`config.mk`:
```
export PLATFORM = sky130hd
export DESIGN_NAME = radix4_input_deserializer
export DESIGN_NICKNAME = d
export VERILOG_FILES = /design/src/rtl/radix4_input_deserializer.sv
export SDC_FILE = /design/constraint.sdc
export NUM_CORES = 1
export LEC_CHECK = 0
export CAP_MARGIN = 10
export CORE_MARGIN = 4
export CORE_UTILIZATION = 25
export DETAILED_ROUTE_END_ITERATION = 6
export PLACE_DENSITY = 0.41
export SKIP_CTS_REPAIR_TIMING = 1
export SLEW_MARGIN = 20
export SYNTH_ARGS = -nofsm -noshare
export SYNTH_HDL_FRONTEND = slang
export SYNTH_SLANG_ARGS = --single-unit
```
`constraint.sdc`:
```
create_clock -name clock -period 24.4 [get_ports clock]
set_input_delay 2.44 -clock clock [delete_from_list [all_inputs] [get_ports clock]]
set_output_delay 2.44 -clock clock [all_outputs]
set_load 0.02 [all_outputs]
```
`src/rtl/radix4_input_deserializer.sv`:
```
// rtl/radix4_input_deserializer.sv - serial-to-parallel front end of a radix-4 SDF FFT stage
// Buffers the first 3/4 of each frame and emits {x[k], x[d+k], x[2d+k], x[3d+k]} during the last quarter.
module radix4_input_deserializer #(
    parameter int DEPTH = 16,
    parameter int WIDTH = 32,
    localparam int D    = DEPTH / 4,
    localparam int IW   = (D > 1) ? $clog2(D) : 1
) (
    input  logic             clock,
    input  logic             reset,
    input  logic             in_valid,
    input  logic             in_first,
    input  logic [WIDTH-1:0] in_real,
    input  logic [WIDTH-1:0] in_imag,
    output logic             out_valid,
    output logic [IW-1:0]    out_index,
    output logic [WIDTH-1:0] out_real_0,
    output logic [WIDTH-1:0] out_real_1,
    output logic [WIDTH-1:0] out_real_2,
    output logic [WIDTH-1:0] out_real_3,
    output logic [WIDTH-1:0] out_imag_0,
    output logic [WIDTH-1:0] out_imag_1,
    output logic [WIDTH-1:0] out_imag_2,
    output logic [WIDTH-1:0] out_imag_3,
    output logic             frame_error
);

    localparam int PW = $clog2(DEPTH);
    localparam int SR_LEN = 3 * D;
    localparam logic [PW-1:0] THREE_D = PW'(SR_LEN);

    logic [WIDTH-1:0] sr_re_q [0:SR_LEN-1];
    logic [WIDTH-1:0] sr_im_q [0:SR_LEN-1];
    logic [WIDTH-1:0] out_re_q [0:3];
    logic [WIDTH-1:0] out_im_q [0:3];
    logic [PW-1:0]    phase_q;
    logic [PW-1:0]    phase_d;
    logic [PW-1:0]    eff_phase;
    logic             out_valid_q;
    logic             out_valid_d;
    logic [IW-1:0]    out_index_q;
    logic [IW-1:0]    out_index_d;
    logic             frame_error_q;
    logic             frame_error_d;

    // A flagged first sample forces phase 0 regardless of where the counter was.
    always_comb begin
        eff_phase     = (in_valid && in_first) ? '0 : phase_q;
        phase_d       = phase_q;
        out_valid_d   = 1'b0;
        out_index_d   = out_index_q;
        frame_error_d = frame_error_q;
        if (in_valid) begin
            phase_d = eff_phase + PW'(1);
            if (eff_phase >= THREE_D) begin
                out_valid_d = 1'b1;
                out_index_d = IW'(eff_phase - THREE_D);
            end
            if (in_first && (phase_q != '0)) begin
                frame_error_d = 1'b1;
            end
        end
    end

    always_ff @(posedge clock) begin
        if (reset) begin
            phase_q       <= '0;
            out_valid_q   <= 1'b0;
            out_index_q   <= '0;
            frame_error_q <= 1'b0;
            for (int i = 0; i < SR_LEN; i++) begin
                sr_re_q[i] <= '0;
                sr_im_q[i] <= '0;
            end
            for (int j = 0; j < 4; j++) begin
                out_re_q[j] <= '0;
                out_im_q[j] <= '0;
            end
        end else begin
            phase_q       <= phase_d;
            out_valid_q   <= out_valid_d;
            out_index_q   <= out_index_d;
            frame_error_q <= frame_error_d;
            if (in_valid) begin
                sr_re_q[0] <= in_real;
                sr_im_q[0] <= in_imag;
                for (int i = 1; i < SR_LEN; i++) begin
                    sr_re_q[i] <= sr_re_q[i-1];
                    sr_im_q[i] <= sr_im_q[i-1];
                end
            end
            // Taps read pre-shift contents, so they line up with the sample now arriving.
            if (out_valid_d) begin
                out_re_q[0] <= sr_re_q[3*D-1];
                out_im_q[0] <= sr_im_q[3*D-1];
                out_re_q[1] <= sr_re_q[2*D-1];
                out_im_q[1] <= sr_im_q[2*D-1];
                out_re_q[2] <= sr_re_q[D-1];
                out_im_q[2] <= sr_im_q[D-1];
                out_re_q[3] <= in_real;
                out_im_q[3] <= in_imag;
            end
        end
    end

    assign out_valid   = out_valid_q;
    assign out_index   = out_index_q;
    assign frame_error = frame_error_q;
    assign out_real_0  = out_re_q[0];
    assign out_real_1  = out_re_q[1];
    assign out_real_2  = out_re_q[2];
    assign out_real_3  = out_re_q[3];
    assign out_imag_0  = out_im_q[0];
    assign out_imag_1  = out_im_q[1];
    assign out_imag_2  = out_im_q[2];
    assign out_imag_3  = out_im_q[3];

endmodule

```
==> run summary <==
outcome = complete, no violations
Starting Density = 0.2518
synth warn = 0
Max VDD drop = 0.05330 mV
initial antenna violation count = 1
Max clock buf depth = 3
hold path start = frame_error$_SDFFE_PP0P_
utilization after layout = 0.3061
DRC Markers = 0
CP Capture Type = flop
H-tree levels = 3
reg2reg path depth = 3
CTS buffer count = 115
Die X = 402.4 um
multi-input logic area = 6759 um2
Final Net Count = 2619
Post-Place Cell Area = 43670 um2
RR Endpoint = out_im_q[3][1]$_SDFFCE_PN0P_
Port Buffer Count = 327
Layout area overhead = 21.55%
GPL Wtd Cong = 0.7000
IO Pins = 328
Final Non-Filler Cells = 4683
GRT Total Usage = 0.08834
first-pass iteration count of the detailed router = 4
vias in the first global route = 17.95k
root buffer cell = clkbuf_16
Slowest-stage cell, CP = buf_4
DP Cell Count = 4475
fmax = 0.1807 GHz
Routed WL per cell = 15.37 um
Fin Clk Skew = 0.02379 ns
clk sink count = 1032
RSZ-0062 raised after global routing = false
Worst Hold Slack = 0.4832 ns
sequential area share after synthesis = 0.7950
share of cells above drive strength 1 = 0.1050
CP required = 24.73 ns
Max stage delay on crit path = 0.80 ns
endpoints failing setup = 0
Tmin final = 5.534 ns
power per cell area = 81.45 nW/um2
Initial DRC Count = 753
Clock Latency Late Sink = 0.71 ns
CTS tree = yes
fin area = 47260 um2
critical path startpoint = in_valid
Slew headroom = 0.1057
FF-to-FF setup slack = 21.72 ns
core area = 154400 um2
clock slew at reported path FFs = 0.06 ns
worst slew pin tran = 1.342 ns
die footprint = 161900 um2
Final Hold Vio Count = 0
Die Ht = 402.4 um
Post-Syn Instances = 2201
Critical Path AT = 5.87 ns
DP Wirelength = 42720 um
Mapped Nets = 2270
first-pass GRT wire length = 111600 um
path type of the worst min-delay path = flop to flop
Rows = 144
via count = 16.89k
Reg area = 30910 um2
CP max FO = 133
largest net degree at the start of global routing = 258
DRT antenna net count = 0
#FFs+latches synth = 1032
critical path buffer and inverter count = 4
crit path kind = primary input to flop
final period utilization = 0.2268
crit-path leading delay family = buffers and inverters
aggregate routed wire length = 71980 um
Fillers = 15.19k
grt ovf = 0
max_cap viols = 0
setup TNS = 0 ns
routed vias/inst = 3.606
Synth Cell Area = 38880 um2
CP Launch Type = primary input
R2R Path Start = phase_q[2]$_SDFFE_PP0P_
syn avg cell area = 17.67 um2
Critical Path Stages = 5
Lkg Pwr = 0.01735 uW
Yosys cell types = 29
Critical Path End = sr_re_q[0][40]$_SDFFCE_PN0P_
CP Cell Sequence = clkdlybuf4s50_1, or2_4, buf_4, buf_12, buf_16
pins over their slew limit = 0
-- layer usage --
layer / routed length [um] / share of wire / track usage / up-vias
li1: - / - / - / 8385
met1: 33550 / 0.47 / 0.1181 / 8071
met2: 32360 / 0.45 / 0.1355 / 313
met3: 4156 / 0.058 / 0.02524 / 117
met4: 1909 / 0.027 / 0.03504 / 0
met5: 0 / 0 / 0 / -
-- worst min-delay path by stage --
| stage | endpoint | depth (start not counted) | slack (ns) |
|---|---|---|---|
| 6_report | frame_error$_SDFFE_PP0P_ | 2 | 0.48 |
| 5_1_grt | sr_im_q[0][185]$_SDFFCE_PN0P_ | 1 | 0.50 |
| 4_1_cts | sr_im_q[0][185]$_SDFFCE_PN0P_ | 1 | 0.48 |
| 3_5_place_dp | frame_error$_SDFFE_PP0P_ | 2 | 0.48 |
| 3_3_place_gp | frame_error$_SDFFE_PP0P_ | 2 | 0.45 |
| 2_1_floorplan | phase_q[0]$_SDFFE_PP0P_ | 2 | 0.49 |
-- kinds of logic after synthesis --
group / share of synthesized area
AOI/OAI and AO/OA: 0.001319
adders and majority gates: 0.0003217
buffers and inverters: 0.03147
DFF: 0.7950
muxes: 0.0007723
and+or+nand+nor: 0.1712
-- worst register-to-register path: stages (launching register included) --
cell	delay [ns]
dfxtp_1	0.48
nand4b_4	0.21
nand2b_4	0.58
buf_12	0.44
-- cell usage after synthesis (all sizes together) --
cell	instances	area [um2]
a31oi	2	12.51
nor2	9	57.56
and2	896	5725
nor3	1	5.000
clkbuf	42	187.7
ha	1	12.51
or4	2	15.01
nand4b	1	23.77
nor2b	128	800.8
nand2b	2	12.51
edfxtp	1024	30750
a21oi	1	5.000
a21boi	2	15.01
inv	1	3.750
buf	72	1032
o21ai	2	10.01
a32oi	1	8.760
nand3	1	5.000
or2	1	6.260
nand2	1	3.750
mux2i	3	30.03
dfxtp	8	160.2
-- report_power, final --
part	total, uW	switching, uW	internal, uW
registers	2080	28.5	2060
logic	150	91.1	58.9
clock network	1620	692	924
total	3850	811	3040
-- layout make-up --
class / count / share of cell area
diodes: 2 / 0.0001059
clock buffers: 151 / 0.06571
clock inverters: 53 / 0.008843
inverters: 1 / 0.00007942
multi-input cells: 1054 / 0.1430
flip-flops and latches: 1032 / 0.6540
well taps: 2044 / 0.05411
repair buffers: 346 / 0.07410
-- layout by cell type (no fill, tap or decap), types with 3 or more instances in the layout --
master,netlist,routed
and2_1,800,800
buf_4,2,12
clkbuf_16,0,117
edfxtp_1,1024,1024
clkdlybuf4s50_1,0,326
clkinv_1,0,20
clkbuf_8,0,5
nor2_1,7,7
inv_6,0,4
clkbuf_1,18,29
dfxtp_1,8,8
clkinv_2,0,19
buf_6,1,3
bufinv_16,0,3
nor2b_1,128,128
mux2i_1,3,3
buf_12,0,3
and2_2,96,96
-- through the flow --
stage / power [uW] / setup WS, ns
global placement: 2274 / 18.08
detailed placement: 2278 / 17.96
floorplan: 2234 / 11.61
CTS: 3933 / 18.75
finish: 3849 / 18.87
global route: 4025 / 18.66
-- state kept, by name, summed over array words and instances, names as in the netlist --
signal,count
sr_im_q,384
sr_re_q,384
out_im_q,128
out_re_q,128
phase_q,4
out_index,2
frame_error,1
out_valid,1
(Power assumes the default switching activity.)
